===== config.mk =====
export PLATFORM = sky130hd
export DESIGN_NAME = ulpb_tx_arbiter
export DESIGN_NICKNAME = d
export VERILOG_FILES = /design/src/rtl/ulpb_tx_arbiter.sv
export SDC_FILE = /design/constraint.sdc
export NUM_CORES = 1
export LEC_CHECK = 0
export ABC_AREA = 1
export BUFFER_PORTS_ARGS = -buffer_cell sky130_fd_sc_hd__buf_2
export CAP_MARGIN = 5
export CELL_PAD_IN_SITES_DETAIL_PLACEMENT = 0
export CELL_PAD_IN_SITES_GLOBAL_PLACEMENT = 1
export CORE_MARGIN = 10
export CORE_UTILIZATION = 32
export CTS_BUF_LIST = sky130_fd_sc_hd__clkbuf_4 sky130_fd_sc_hd__clkbuf_8
export CTS_CLUSTER_DIAMETER = 50
export DETAILED_ROUTE_END_ITERATION = 8
export GPL_TIMING_DRIVEN = 0
export HOLD_SLACK_MARGIN = 0.02
export PLACE_DENSITY_LB_ADDON = 0.1
export SLEW_MARGIN = 20
export SYNTH_ARGS = -nofsm -noshare
export SYNTH_HDL_FRONTEND = slang
export SYNTH_SLANG_ARGS = --single-unit
export TNS_END_PERCENT = 10

===== constraint.sdc =====
create_clock -name CLKIN -period 5.3 [get_ports CLKIN]
set_input_delay 0.265 -clock CLKIN [delete_from_list [all_inputs] [get_ports CLKIN]]
set_output_delay 0.265 -clock CLKIN [all_outputs]
set_load 0.02 [all_outputs]

===== src/rtl/ulpb_tx_arbiter.sv =====
// rtl/ulpb_tx_arbiter.sv - four-requester round-robin transmit arbiter for one ulpb node (optional ULPB_TX_ARB_PRIORITY_EN)
module ulpb_tx_arbiter (
    input  logic         CLKIN,
    input  logic         RESET,
    input  logic [3:0]   REQ_TX_REQ,
    input  logic [3:0]   REQ_TX_PEND,
    input  logic [3:0]   REQ_PRIORITY,
    input  logic [31:0]  REQ_TX_ADDR,
    input  logic [127:0] REQ_TX_DATA,
    input  logic [3:0]   REQ_TX_RESP_ACK,
    output logic [3:0]   REQ_TX_ACK,
    output logic [3:0]   REQ_TX_SUCC,
    output logic [3:0]   REQ_TX_FAIL,
    output logic [7:0]   TX_ADDR,
    output logic [31:0]  TX_DATA,
    output logic         TX_REQ,
    output logic         TX_PEND,
    output logic         PRIORITY,
    input  logic         TX_ACK,
    input  logic         TX_SUCC,
    input  logic         TX_FAIL,
    output logic         TX_RESP_ACK,
    output logic         BUSY,
    output logic [1:0]   GRANT_ID
);

    typedef enum logic [2:0] {
        IDLE    = 3'd0,
        SEND    = 3'd1,
        ACKLOW  = 3'd2,
        NEXT    = 3'd3,
        RESULT  = 3'd4,
        RESPACK = 3'd5
    } state_t;

    state_t     state;
    logic [1:0] rr;
    logic [3:0] cand;
    logic [1:0] winner;
    logic [1:0] idx;
    logic       found;
    logic       win_prio;
    logic       result;
    logic [3:0] owner_mask;
    logic       node_done;
    logic       req_done;

    assign result     = TX_SUCC | TX_FAIL;
    assign owner_mask = 4'b0001 << GRANT_ID;
    // node side is finished once it has dropped its result, or already did so earlier
    assign node_done  = !result || !TX_RESP_ACK;
    // requester side is finished on its ack, or once its flags were already cleared by an earlier ack
    assign req_done   = REQ_TX_RESP_ACK[GRANT_ID] || ((REQ_TX_SUCC | REQ_TX_FAIL) == 4'b0000);

    // Pick the first eligible requester scanning upward from the round-robin pointer
    always_comb begin
`ifdef ULPB_TX_ARB_PRIORITY_EN
        cand = ((REQ_TX_REQ & REQ_PRIORITY) != 4'b0000) ? (REQ_TX_REQ & REQ_PRIORITY) : REQ_TX_REQ;
`else
        cand = REQ_TX_REQ;
`endif
        winner = rr;
        found  = 1'b0;
        idx    = rr;
        for (int k = 0; k < 4; k++) begin
            idx = rr + 2'(k);
            if (!found && cand[idx]) begin
                winner = idx;
                found  = 1'b1;
            end
        end
`ifdef ULPB_TX_ARB_PRIORITY_EN
        win_prio = REQ_PRIORITY[winner];
`else
        win_prio = 1'b0;
`endif
    end

    // Message FSM: grant, per-word handshake with the node, result hand-back, release
    always_ff @(posedge CLKIN) begin
        if (RESET) begin
            state       <= IDLE;
            rr          <= 2'd0;
            REQ_TX_ACK  <= 4'b0000;
            REQ_TX_SUCC <= 4'b0000;
            REQ_TX_FAIL <= 4'b0000;
            TX_ADDR     <= 8'h00;
            TX_DATA     <= 32'h0000_0000;
            TX_REQ      <= 1'b0;
            TX_PEND     <= 1'b0;
            PRIORITY    <= 1'b0;
            TX_RESP_ACK <= 1'b0;
            BUSY        <= 1'b0;
            GRANT_ID    <= 2'd0;
        end else begin
            REQ_TX_ACK <= 4'b0000;
            case (state)
                IDLE: begin
                    if (REQ_TX_REQ != 4'b0000) begin
                        TX_ADDR  <= REQ_TX_ADDR[8*winner +: 8];
                        TX_DATA  <= REQ_TX_DATA[32*winner +: 32];
                        TX_PEND  <= REQ_TX_PEND[winner];
                        PRIORITY <= win_prio;
                        GRANT_ID <= winner;
                        BUSY     <= 1'b1;
                        TX_REQ   <= 1'b1;
                        state    <= SEND;
                    end
                end
                SEND, ACKLOW, NEXT, RESULT: begin
                    if (result) begin
                        // a result at any point ends the message, aborting any remaining words
                        TX_REQ      <= 1'b0;
                        REQ_TX_SUCC <= {4{TX_SUCC}} & owner_mask;
                        REQ_TX_FAIL <= {4{TX_FAIL}} & owner_mask;
                        TX_RESP_ACK <= 1'b1;
                        state       <= RESPACK;
                    end else if (state == SEND) begin
                        if (TX_ACK) begin
                            TX_REQ     <= 1'b0;
                            REQ_TX_ACK <= owner_mask;
                            state      <= ACKLOW;
                        end
                    end else if (state == ACKLOW) begin
                        if (!TX_ACK) begin
                            state <= TX_PEND ? NEXT : RESULT;
                        end
                    end else if (state == NEXT) begin
                        // only the owner can continue; everyone else waits for the message to end
                        if (REQ_TX_REQ[GRANT_ID]) begin
                            TX_ADDR  <= REQ_TX_ADDR[8*GRANT_ID +: 8];
                            TX_DATA  <= REQ_TX_DATA[32*GRANT_ID +: 32];
                            TX_PEND  <= REQ_TX_PEND[GRANT_ID];
`ifdef ULPB_TX_ARB_PRIORITY_EN
                            PRIORITY <= REQ_PRIORITY[GRANT_ID];
`endif
                            TX_REQ   <= 1'b1;
                            state    <= SEND;
                        end
                    end
                end
                RESPACK: begin
                    if (!result) begin
                        TX_RESP_ACK <= 1'b0;
                    end
                    if (REQ_TX_RESP_ACK[GRANT_ID]) begin
                        REQ_TX_SUCC <= 4'b0000;
                        REQ_TX_FAIL <= 4'b0000;
                    end
                    if (node_done && req_done) begin
                        REQ_TX_SUCC <= 4'b0000;
                        REQ_TX_FAIL <= 4'b0000;
                        TX_RESP_ACK <= 1'b0;
                        TX_ADDR     <= 8'h00;
                        TX_DATA     <= 32'h0000_0000;
                        TX_PEND     <= 1'b0;
                        PRIORITY    <= 1'b0;
                        BUSY        <= 1'b0;
                        GRANT_ID    <= 2'd0;
                        rr          <= GRANT_ID + 2'd1;
                        state       <= IDLE;
                    end
                end
                default: state <= IDLE;
            endcase
        end
    end

endmodule


==> run summary <==
* 63 — flip-flop and latch count after synthesis
* 0.00264 sq mm — area of the multi-input gates
* 5 — first-pass iteration count of the detailed router
* dfxtp_1, nand3_1, nand2_1 — main area contributors after synthesis
* 705 — instance count of the mapped netlist
* 0 — Synth warnings
* 0 — ANT nets after route
* 16.3 um — routed wire length per instance
* 0.922 — GP Congestion
* 29300 um — global-route wire length before repair
* 0.00391 W — Total Power
* 5.10 — Avg Vias per Cell
* 0.326 — effective utilization at floorplan
* 1472 — Filler Cell Count
* flop — kind of end point of the critical path
* 240 — I/O pin count
* 10 — largest fanout on the critical path
* 0 — antenna violations before repair
* 18400 um — wire length after detailed routing
* 5918 — via count of the first global-routing pass
* 0 — max-cap viol count
* rr[1]$_SDFFE_PP0P_ — Worst R2R Start
* 63 — TritonCTS Sinks
* 0.00126 sq mm — FF/Latch Area
* 9 — number of clock buffers inserted by TritonCTS
* dfxtp_1 — cell type with the largest total area after synthesis
* 2700 ps — fin worst setup slack
* buf_2, nand3_1, nand2_1 — most used cells in the layout excluding fill and tap cells
* 2600 ps — shortest period the worst path allows
* 0 — fin. max-slew vios
* 0.448 — final core area utilization
* 385 MHz — FMAX
* 5530 ps — data required time at the worst endpoint
* 0.294 — post-synthesis sequential area ratio
* completed — result of the run
* 662 mW/mm^2 — total power divided by cell area
* TX_SUCC — launch instance of the worst min-delay path
* 0 — hold violation count in the final report
* 12 — pin count of the biggest net entering global routing
* 15000 um — post-DP HPWL
* 0.00430 sq mm — Syn Std Cell Area
* 0.0185 sq mm — Total Die Area
* 3 — worst hold path cell count
* 14 — FF-to-FF path depth
* 0.00182 W — design internal power
* 136 um — Die Y-Extent
* 0.176 — part of the total power dissipated in sequential elements
* 33 — Cell variety after synth
* 0.305 — share of cells above drive strength 1
* 42 — Std-Cell Rows
* 13.8 ps — Clock Skew
* reg2reg — Setup Crit Path Kind
* 1134 — number of nets in the layout
* 0 — total DRC errors in the routed layout
* 0.196 — global-route total usage across every layer
* done — clock tree from TritonCTS
* 350 ps — source-to-sink clock delay at the later pin of the worst-skew pair
* 0 — Post-CTS Setup Bufs
* 0.124 — share of power burned in the clock network
* 80 ps — Clk pin slew, worst setup/hold paths
* 6.09 sq um — Avg Synthesized Cell Area
* 37.5% — area added between synthesis and finish
* 2.94 nW — static leakage
* 231 ps — Post-Route Hold Slack
* 5761 — routed vias
* in2reg — class of the most critical hold timing path
* 0.490 — Final period util
* 0.00209 W — power dissipated by switching net loads
* 2 — maximum count of clock buffers along a single path
* 0 ps — Fin Setup TNS
* 0.535 — Switching Share
* 0 — remaining global-route overflow
* TX_DATA[14]$_SDFFE_PP0P_ — Worst R2R End
* no — setup repair after global routing missed its margin
* 0 — total of cells resized after clock tree synthesis
* flop — startpoint class of the critical path
* 0 — count of endpoints failing setup in the final report
* 2700 ps — r2r setup slk
* REQ_TX_SUCC[1]$_SDFFE_PP0P_ — terminating pin of the worst hold path
* buf_2 — most common cell after layout, fill and taps aside
* 2740 ps — setup slack at placement
* 0 — n_diodes
* 0 — number of hold-repair buffers added at the cts stage
* 136 um — die boundary width
* 0.651 — slew margin rel.
* 890 — number of nets produced by synthesis
* 2830 ps — Arrival @ worst endpoint
* 333 — initial DRC count
* 0.0132 sq mm — Placeable Area
* clkbuf_8 — Clock Root Buffer
* 0.700 — Comb power frac
* 3 — number of H-tree branching levels
* 0.224 mV — Worst IR Drop VDD
* 233 — count of buffers inserted at the top-level ports
* 523 ps — transition time at the pin with the least slew margin
* 0.294 — share of the synthesized area in the top cell type
==> power by group through the flow <==
stage                     Clock [W]  Combinational (W)  Sequential [W]
after CTS                  0.000500            0.00275        0.000690
after detailed placement          0            0.00275        0.000699
after floorplan                   0            0.00185        0.000816
final                      0.000485            0.00274        0.000690
after global placement            0            0.00273        0.000696
after global routing       0.000518            0.00311        0.000707
==> per-stage QoR <==
stage	instances	cell area [sq um]
3_5_place_dp	1114	5680
2_1_floorplan	705	4300
6_report	1130	5910
3_3_place_gp	1114	5680
5_1_grt	1130	5910
4_1_cts	1130	5910
==> metal layers <==
layer	vias to the layer above	global-route usage	share of wire
li1	2887	-	-
met1	2609	0.217	0.38
met2	239	0.334	0.50
met3	26	0.0738	0.096
met4	0	0.0728	0.022
met5	-	0	0
==> cell type report <==
type | count | area share
Buffer | 50 | 0.0449
Tap cell | 176 | 0.0373
Timing Repair Buffer | 233 | 0.197
Clock buffer | 11 | 0.0246
Sequential cell | 63 | 0.213
Inverter | 35 | 0.0224
Multi-Input combinational cell | 557 | 0.446
Clock inverter | 5 | 0.0138
==> registers in the layout, summed over array words and instances (netlist names) <==
signal,flops
BUSY,1
GRANT_ID,2
TX_RESP_ACK,1
rr,2
TX_REQ,1
state,3
TX_DATA,32
REQ_TX_ACK,4
TX_PEND,1
REQ_TX_FAIL,4
TX_ADDR,8
REQ_TX_SUCC,4
==> logic make-up (layout without fill, tap and decap cells) <==
group | Yosys count | in the layout | synth area share
flops | 63 | 63 | 0.294
compound gates | 90 | 90 | 0.109
simple gates | 462 | 462 | 0.492
buf+inv | 85 | 334 | 0.0926
fa+ha+maj | 4 | 4 | 0.0117
other cells | 1 | 1 | 0.000873
==> cell usage after synthesis <==
cell      count
nand3_1     227
nand2_1     190
dfxtp_1      63
a21oi_1      62
inv_1        29
clkbuf_1     25
nor2_1       25
o21ai_0      18
buf_2        11
buf_4         9
inv_2         5
a211oi_1      4
buf_6         4
ha_1          4
nor3_1        4
a31oi_1       3
nand2_2       3
nand4_1       3
nand3_4       2
buf_1         1
clkinv_2      1
conb_1        1
nand3_2       1
nand4_2       1
nor2_2        1
nor2_4        1
nor3_2        1
nor3_4        1
o21ai_1       1
o22ai_1       1
o31ai_1       1
or2_0         1
or2_2         1
==> worst max-delay path, cell delays in order, from the launching register on <==
cell      delay [ps]
dfxtp_1          450
inv_2            120
nand2_1           70
nand2_1          110
nand2_1           80
nand2_1           90
nor2_1           220
nand2_1          120
nand3_1          130
nand3_1           80
nand2_1          220
clkbuf_1         360
nand3_1          210
nand3_1          130
a21oi_1           70
==> worst max path at each step <==
stage / from / end / slack, ps
floorplan: GRANT_ID[0]$_SDFFE_PP0P_ / GRANT_ID[1]$_SDFFE_PP0P_ / 3270
detailed placement: rr[1]$_SDFFE_PP0P_ / TX_DATA[14]$_SDFFE_PP0P_ / 2740
CTS: rr[1]$_SDFFE_PP0P_ / TX_DATA[14]$_SDFFE_PP0P_ / 2730
global route: rr[1]$_SDFFE_PP0P_ / TX_DATA[23]$_SDFFE_PP0P_ / 2370
finish: rr[1]$_SDFFE_PP0P_ / TX_DATA[14]$_SDFFE_PP0P_ / 2700
global placement: rr[1]$_SDFFE_PP0P_ / TX_DATA[14]$_SDFFE_PP0P_ / 2770
Power figures use the tool's default switching activity.
